[src/rtl/neuron_input_loader.sv]
// Pixel-stream to float frame loader: gathers N_INPUTS pixels into a shadow buffer, then commits
// them to out_data in one cycle. Define LOADER_NORMALIZE_EN to scale pixels into [0,1).
module neuron_input_loader #(
  parameter int unsigned N_INPUTS = 49
) (
  input  logic        clk,
  input  logic        rst_n,
  input  logic        pix_valid,
  input  logic [7:0]  pix_data,
  input  logic        pix_sof,
  output logic        pix_ready,
  output logic [31:0] out_data [N_INPUTS-1:0],
  output logic        out_valid,
  output logic        sof_err,
  output logic [15:0] frame_cnt
);

  localparam int unsigned IdxW = $clog2(N_INPUTS);
  localparam logic [IdxW-1:0] LastIdx = IdxW'(N_INPUTS - 1);
  localparam logic [IdxW-1:0] IdxOne  = IdxW'(1);

`ifdef LOADER_NORMALIZE_EN
  localparam logic [7:0] ExpBase = 8'd119;
`else
  localparam logic [7:0] ExpBase = 8'd127;
`endif

  typedef enum logic [1:0] {StIdle, StFill, StCommit} state_e;

  // Exact u8 -> binary32; every 8-bit value fits the 23-bit mantissa, so no rounding.
  function automatic logic [31:0] pix_to_float(input logic [7:0] p);
    logic [2:0]  k;
    logic [22:0] mant;
    logic [7:0]  e;
    k = '0;
    for (int i = 0; i < 8; i++) begin
      if (p[i]) k = 3'(i);
    end
    mant = {15'd0, p} << (5'd23 - {2'b00, k});
    e    = ExpBase + {5'd0, k};
    if (p == 8'd0) return 32'd0;
    return {1'b0, e, mant};
  endfunction

  state_e          state_q, state_d;
  logic [IdxW-1:0] idx_q, idx_d;
  logic            ready_q, ready_d;
  logic            out_valid_q;
  logic            sof_err_q, sof_err_d;
  logic [15:0]     frame_cnt_q;
  logic [31:0]     shadow_q   [N_INPUTS-1:0];
  logic [31:0]     out_data_q [N_INPUTS-1:0];

  logic            accept;
  logic            commit;
  logic            wr_en;
  logic [IdxW-1:0] wr_idx;
  logic [31:0]     pix_f;

  assign accept = pix_valid & ready_q;
  assign pix_f  = pix_to_float(pix_data);

  always_comb begin
    state_d   = state_q;
    idx_d     = idx_q;
    wr_en     = 1'b0;
    wr_idx    = idx_q;
    sof_err_d = 1'b0;
    commit    = 1'b0;
    unique case (state_q)
      StIdle: begin
        if (accept && pix_sof) begin
          wr_en   = 1'b1;
          wr_idx  = '0;
          idx_d   = IdxOne;
          state_d = StFill;
        end
      end
      StFill: begin
        if (accept) begin
          wr_en = 1'b1;
          // A new sof restarts the frame, even on the last pixel position.
          if (pix_sof) begin
            wr_idx    = '0;
            idx_d     = IdxOne;
            sof_err_d = (idx_q != '0);
          end else if (idx_q == LastIdx) begin
            idx_d   = '0;
            state_d = StCommit;
          end else begin
            idx_d = idx_q + IdxOne;
          end
        end
      end
      StCommit: begin
        commit  = 1'b1;
        state_d = StIdle;
      end
      default: state_d = StIdle;
    endcase
    ready_d = (state_d != StCommit);
  end

  always_ff @(posedge clk or negedge rst_n) begin
    if (!rst_n) begin
      state_q     <= StIdle;
      idx_q       <= '0;
      ready_q     <= 1'b0;
      out_valid_q <= 1'b0;
      sof_err_q   <= 1'b0;
      frame_cnt_q <= '0;
    end else begin
      state_q     <= state_d;
      idx_q       <= idx_d;
      ready_q     <= ready_d;
      out_valid_q <= commit;
      sof_err_q   <= sof_err_d;
      if (commit) frame_cnt_q <= frame_cnt_q + 16'd1;
    end
  end

  always_ff @(posedge clk or negedge rst_n) begin
    if (!rst_n) begin
      for (int i = 0; i < N_INPUTS; i++) shadow_q[i] <= '0;
    end else if (wr_en) begin
      shadow_q[wr_idx] <= pix_f;
    end
  end

  always_ff @(posedge clk or negedge rst_n) begin
    if (!rst_n) begin
      for (int i = 0; i < N_INPUTS; i++) out_data_q[i] <= '0;
    end else if (commit) begin
      out_data_q <= shadow_q;
    end
  end

  assign pix_ready = ready_q;
  assign out_valid = out_valid_q;
  assign sof_err   = sof_err_q;
  assign frame_cnt = frame_cnt_q;
  assign out_data  = out_data_q;

endmodule

[config.mk]
export PLATFORM = sky130hd
export DESIGN_NAME = neuron_input_loader
export DESIGN_NICKNAME = d
export VERILOG_FILES = /design/src/rtl/neuron_input_loader.sv
export SDC_FILE = /design/constraint.sdc
export NUM_CORES = 2
export LEC_CHECK = 0
export ABC_AREA = 1
export CAP_MARGIN = 20
export CORE_AREA = 2 2 627 629
export DETAILED_ROUTE_END_ITERATION = 12
export DIE_AREA = 0 0 629 631
export DONT_BUFFER_PORTS = 1
export GPL_TIMING_DRIVEN = 0
export SETUP_SLACK_MARGIN = 0.4
export SYNTH_ARGS = -nofsm -noshare
export SYNTH_HDL_FRONTEND = slang
export SYNTH_SLANG_ARGS = --single-unit
[constraint.sdc]
create_clock -name clk -period 3.9 [get_ports clk]
set_input_delay 1.17 -clock clk [delete_from_list [all_inputs] [get_ports clk]]
set_output_delay 1.17 -clock clk [all_outputs]
set_load 0.02 [all_outputs]
== Word-level counts from Yosys, hierarchy flattened ==
Cells that the tools add are included.

* Reductions and logical operators: 7
* $add $sub $neg: 4
* Muxes and demuxes: 34
* Order comparisons: 2
* Bitwise gates (word level): 1
* Eq/ne operators: 6
* Shift operators: 1

{| class="wikitable"
|+ Operator list
! operator !! number
|-
| $bwmux W1568 || 1
|-
| $demux W32 S6 || 1
|-
| $mux W32 || 3
|-
| $mux W6 || 7
|-
| $pmux W6 S2 || 2
|-
| $shl A8 B5 Y23 || 1
|-
| $add A16 B1 Y16 const B || 1
|-
| $mux W2 || 6
|-
| $mux W3 || 4
|-
| $add A7 B3 Y8 const A || 1
|-
| $logic_not A8 Y1 || 1
|-
| $mux W1 || 8
|-
| $lt A6 B7 Y1 const B || 1
|-
| $add A6 B1 Y6 const B || 1
|-
| $eq A6 B6 Y1 const B || 1
|-
| $ge A6 B1 Y1 const B || 1
|-
| $ne A2 B2 Y1 const B || 3
|-
| $reduce_bool A6 Y1 || 1
|-
| $sub A5 B3 Y5 const A || 1
|-
| $pmux W2 S2 || 1
|-
| $reduce_and A3 Y1 || 1
|-
| $eq A2 B1 Y1 const B || 1
|-
| $eq A2 B2 Y1 const B || 1
|-
| $logic_and A1 B1 Y1 || 2
|-
| 4 further kinds || 4
|}

* Bits of input ports: 12
* Logic and storage cells: 159
* Output and inout bits: 1587
* Flip-flop bits (word level): 3163

== Logic depth before layout (Yosys ltp) ==
* Depth in word-level cells: 11
* Depth in mapped cells: 15
* Gate-level depth less buffers: 12

== Worst setup path after synthesis ==
Ideal clock, no wire load.

* Path type: input -> register
* Start: input pix_data[2]
* End: register shadow_q[1529] in the netlist's numbering
* Required time: 3.768 ns
* Buffers on the path: 3
* Setup slack: 0.989 ns
* Library setup time: 0.132 ns
* Cell stages on the path: 14
* Arrival: 2.779 ns
* Cell sequence: inv_2 nand2_1 nand2_1 nand2_1 nand2_2 nand2_2 buf_6 ha_1 ha_1 inv_1 nand2_1 clkbuf_2 buf_1 o21ai_1

* Cells in the longest elaborated chain, start to end: 9
* Elaborated cells on any way between the ends: 11
* Classes of those cells: 1 x add/sub; 9 x mux; 1 x reduce/logical

{| class="wikitable"
|+ Ends and longest elaborated chain
! element !! line !! source
|-
| start: declaration || 9 || <nowiki>input logic [7:0] pix_data,</nowiki>
|-
| $mux W2 (2 in a row) || 37 || <nowiki>if (p[i]) k = 3'(i);</nowiki>
|-
| $mux W3 (4 in a row) || 37 ||
|-
| $add A7 B3 Y8 || 40 || <nowiki>e = ExpBase + {5'd0, k};</nowiki>
|-
| $mux W32 * || 42 || <nowiki>return {1'b0, e, mant};</nowiki>
|-
| $bwmux W1568 * || 126 || <nowiki>shadow_q[wr_idx] <= pix_f;</nowiki>
|-
| end signal: indexed assignment || 126 ||
|-
| end: declaration || 51 || <nowiki>logic [31:0] shadow_q [N_INPUTS-1:0];</nowiki>
|}

Every way passes the cells marked *; elsewhere a longest branch is shown, timed or not.
A chain may end at the register's enable or synchronous reset.

== Final worst setup path ==
* Start: register ready_q, in the netlist pix_ready
* End: register shadow_q[862] in the netlist's numbering

* Cells in the longest elaborated chain, start to end: 9
* Elaborated cells on any way between the ends: 14
* Classes of those cells: 2 x order compare; 9 x mux; 1 x bitwise; 2 x reduce/logical

{| class="wikitable"
|+ Ends and longest elaborated chain
! element !! line !! source
|-
| start: declaration || 47 || <nowiki>logic ready_q, ready_d;</nowiki>
|-
| start signal: assignment || 115 || <nowiki>ready_q <= ready_d;</nowiki>
|-
| $and A1 B1 Y1 * || 60 || <nowiki>assign accept = pix_valid & ready_q;</nowiki>
|-
| $logic_and A1 B1 Y1 || 72 || <nowiki>if (accept && pix_sof) begin</nowiki>
|-
| $mux W6 || 72 ||
|-
| $pmux W6 S2 || 70 || <nowiki>unique case (state_q)</nowiki>
|-
| $lt A6 B7 Y1 (implied by the code) or $ge A6 B1 Y1 (tied branches) || 126 ||
|-
| $logic_and A1 B1 Y1 (implied by the code) || 126 ||
|-
| $mux W32 (implied by the code) || 126 ||
|-
| $demux W32 S6 || 126 ||
|-
| $bwmux W1568 || 126 ||
|}

Marks and branches as above.

==> impl_metrics.env <==
export IMPL_status="finished, final reports clean"
export IMPL_core_area_um2=391000
export IMPL_setup_violations=0
export IMPL_overflow=0
export IMPL_synth_enable_flop_cells=0
export IMPL_place_hpwl_um=224000
export IMPL_max_stage_delay_ns=0.69
export IMPL_power_density_nw_per_um2=462
export IMPL_ant_nets=0
export IMPL_syn2layout_area_growth_pct=29.1
export IMPL_initialDrtViolationCount=3239
export IMPL_rsz0062_at_grt="false"
export IMPL_clock_sinks=1301
export IMPL_drc_errors=0
export IMPL_cts_root_buffer="clkbuf_16"
export IMPL_yosysWarnings=0
export IMPL_worstSkewPairLatency_ns=0.89
export IMPL_power_uw=33400
export IMPL_gp_congestion=0.794
export IMPL_period_minus_slack_ns=3.22
export IMPL_final_common_cell="nand2_1"
export IMPL_async_reset_ff_share_pct=100
export IMPL_start_kind="flip-flop"
export IMPL_num_vias=42400
export IMPL_final_cell_mix="2843 x nand2_1, 1301 x dfrtp_1, 947 x buf_4, 833 x conb_1, 399 x o21ai_1"
export IMPL_crit_start="pix_ready"
export IMPL_antenna_found_initial=67
export IMPL_cts_tree="yes"
export IMPL_final_setup_tns_ns=0
export IMPL_die_area_um2=397000
export IMPL_critPathArrivalTime_ns=3.88
export IMPL_fp_dieW_um=629
export IMPL_clk_pin_slew_ns=0.07
export IMPL_maxCapViolCount=0
export IMPL_min_period_over_period_pct=82.6
export IMPL_slew_viol_final=0
export IMPL_rr_startpoint="pix_ready"
export IMPL_dp_cells=12300
export IMPL_holdCritPathClass="input port to async pin"
export IMPL_syn_inst=6235
export IMPL_tightest_slew_ns=1.39
export IMPL_finalHoldViolations=0
export IMPL_grt_pass1_wl_um=374000
export IMPL_initial_core_util_pct=14.4
export IMPL_hold_slack_ns=0.276
export IMPL_fin_nets=7303
export IMPL_drtPass1Iterations=5
export IMPL_end_kind="flip-flop"
export IMPL_drive_gt1_share_pct=21.4
export IMPL_maxSlewHeadroom_pct=7.52
export IMPL_die_height_um=631
export IMPL_stdcell_count=12600
export IMPL_critPathTopFamily="simple AND/OR/NAND/NOR gates"
export IMPL_cp_slowest_cell="dfrtp_1"
export IMPL_leakagePower_uw=0.0382
export IMPL_avgRoutedWirePerCell_um=22.8
export IMPL_required_ns=4.56
export IMPL_syn_cell_area_um2=56100
export IMPL_wl_um=289000
export IMPL_pre_cts_slack_ns=-0.597
export IMPL_path_buf_inv=3
export IMPL_clock_skew_ns=0.0543
export IMPL_cts_buffers_inserted=161
export IMPL_ys_types=35
export IMPL_portBuffers=0
export IMPL_rows=230
export IMPL_grt_usage_pct=14.0
export IMPL_critPathKind="flip-flop to flip-flop"
export IMPL_synth_seq_area_share_pct=58.0
export IMPL_grt_pass1_vias=39300
export IMPL_post_cts_buffers=0
export IMPL_synth_ff_type="dfrtp_1"
export IMPL_finalWorstSetupSlack_ns=0.677
export IMPL_crit_fanout=10
export IMPL_htreeDepth=4
export IMPL_ys_seq_elements=1301
export IMPL_pin_count=1599
export IMPL_syn_avg_cell_area_um2=9.00
export IMPL_clockBufferDepth=4
export IMPL_path_cells="nand2_2 > nor3_4 > nor2_2 > nand3_1 > inv_2 > nand2_2 > inv_2 > nand2_1 > buf_4 > o21ai_0"
export IMPL_drt_vias_per_instance=3.35
export IMPL_grt_max_degree=264
export IMPL_irDropWorstVdd_v=0.000329
export IMPL_timing_fmax_mhz=310
through the flow:
| step | utilization (%) | area, um^2 |
|---|---|---|
| after detailed placement | 17.1 | 67000 |
| after global placement | 16.8 | 65800 |
| after CTS | 18.5 | 72300 |
| after global routing | 18.5 | 72400 |
| after floorplan | - | 59200 |
| final | 18.5 | 72400 |
registers in the layout (all words and copies together) (netlist names):
signal / count
out_data: 637
shadow_q: 637
frame_cnt: 16
idx_q: 6
state_q: 2
out_valid: 1
pix_ready: 1
sof_err: 1
Yosys cell counts, types with 3 or more instances:
cell type	instances	area share, %
a21oi_1	5	0.045
o21ai_0	112	1.0
nor3_1	9	0.080
nand3_1	83	0.74
nor2_4	12	0.24
dfrtp_1	1301	58
inv_1	44	0.29
clkbuf_1	139	0.93
nand2_1	2844	19
nand3_4	3	0.094
buf_1	7	0.047
inv_2	60	0.40
buf_4	946	13
nand4_1	4	0.045
ha_1	5	0.11
nor2_8	3	0.11
nor3_4	3	0.087
buf_2	147	1.3
nand2_2	13	0.14
nand2_4	3	0.060
nor2_1	40	0.27
o21ai_1	399	3.6
nor2_2	26	0.29
xor2_1	7	0.11
xnor2_1	5	0.078
buf_6	3	0.060
final cells by class:
class                   count  area, um^2
multi-input cells        4416       17900
repair buffers             56        1170
diodes                     21        52.6
plain buffers            1244        8500
clock inverters            64         812
well taps                5220        6530
fillers                 43700      318000
clock buffers             219        4520
flip-flops and latches   1301       32600
inverters                 106         405
routing by layer:
| layer | up-vias | part of all wire (%) | global-route usage (%) |
|---|---|---|---|
| met5 | - | 0.020 | 0 |
| met4 | 8 | 2.7 | 3.78 |
| met3 | 297 | 8.7 | 4.29 |
| met2 | 1624 | 48 | 23.5 |
| met1 | 20700 | 41 | 17.4 |
| li1 | 19700 | - | - |
kinds of logic (layout without fill, tap and decap cells):
| logic type | Yosys count | in the layout | share of synthesized area [%] |
|---|---|---|---|
| and+or+nand+nor | 3049 | 3049 | 21.3 |
| DFF | 1301 | 1301 | 58.0 |
| adders and majority gates | 5 | 5 | 0.112 |
| buffers and inverters | 1350 | 1689 | 15.7 |
| AOI/OAI and AO/OA | 517 | 517 | 4.63 |
| xor gates and xnor gates | 12 | 12 | 0.187 |
| other | 1 | 854 | 0.00668 |
worst register-to-register path, stage by stage, from the launching register on:
cell     delay [ns]
dfrtp_1        0.69
nand2_2        0.25
nor3_4         0.35
nor2_2         0.10
nand3_1        0.15
inv_2          0.05
nand2_2        0.30
inv_2          0.31
nand2_1        0.46
buf_4          0.28
o21ai_0        0.09
path summary, 6_finish.rpt:
kind                                  end  slack [ns]  depth (start not counted)
max in group asynchronous   out_data[759]        0.69                          4
setup reg to reg            shadow_q[862]        0.68                         10
setup / recovery            shadow_q[862]        0.68                         10
hold reg to reg             out_data[412]        0.43                          2
min in group clk            out_data[412]        0.43                          2
hold / removal             out_data[1180]        0.28                          1
timing repair:
action	in CTS	in global routing
resized for setup	5	4
hold buffers	0	0
setup endpoints to repair	69	6
power breakdown:
group          leakage, uW  switching, uW  internal (uW)
clock network      0.00260           6590           8830
registers           0.0180            405          14100
logic               0.0176           2460           1040
No activity file was read; power rests on OpenSTA's default activity.
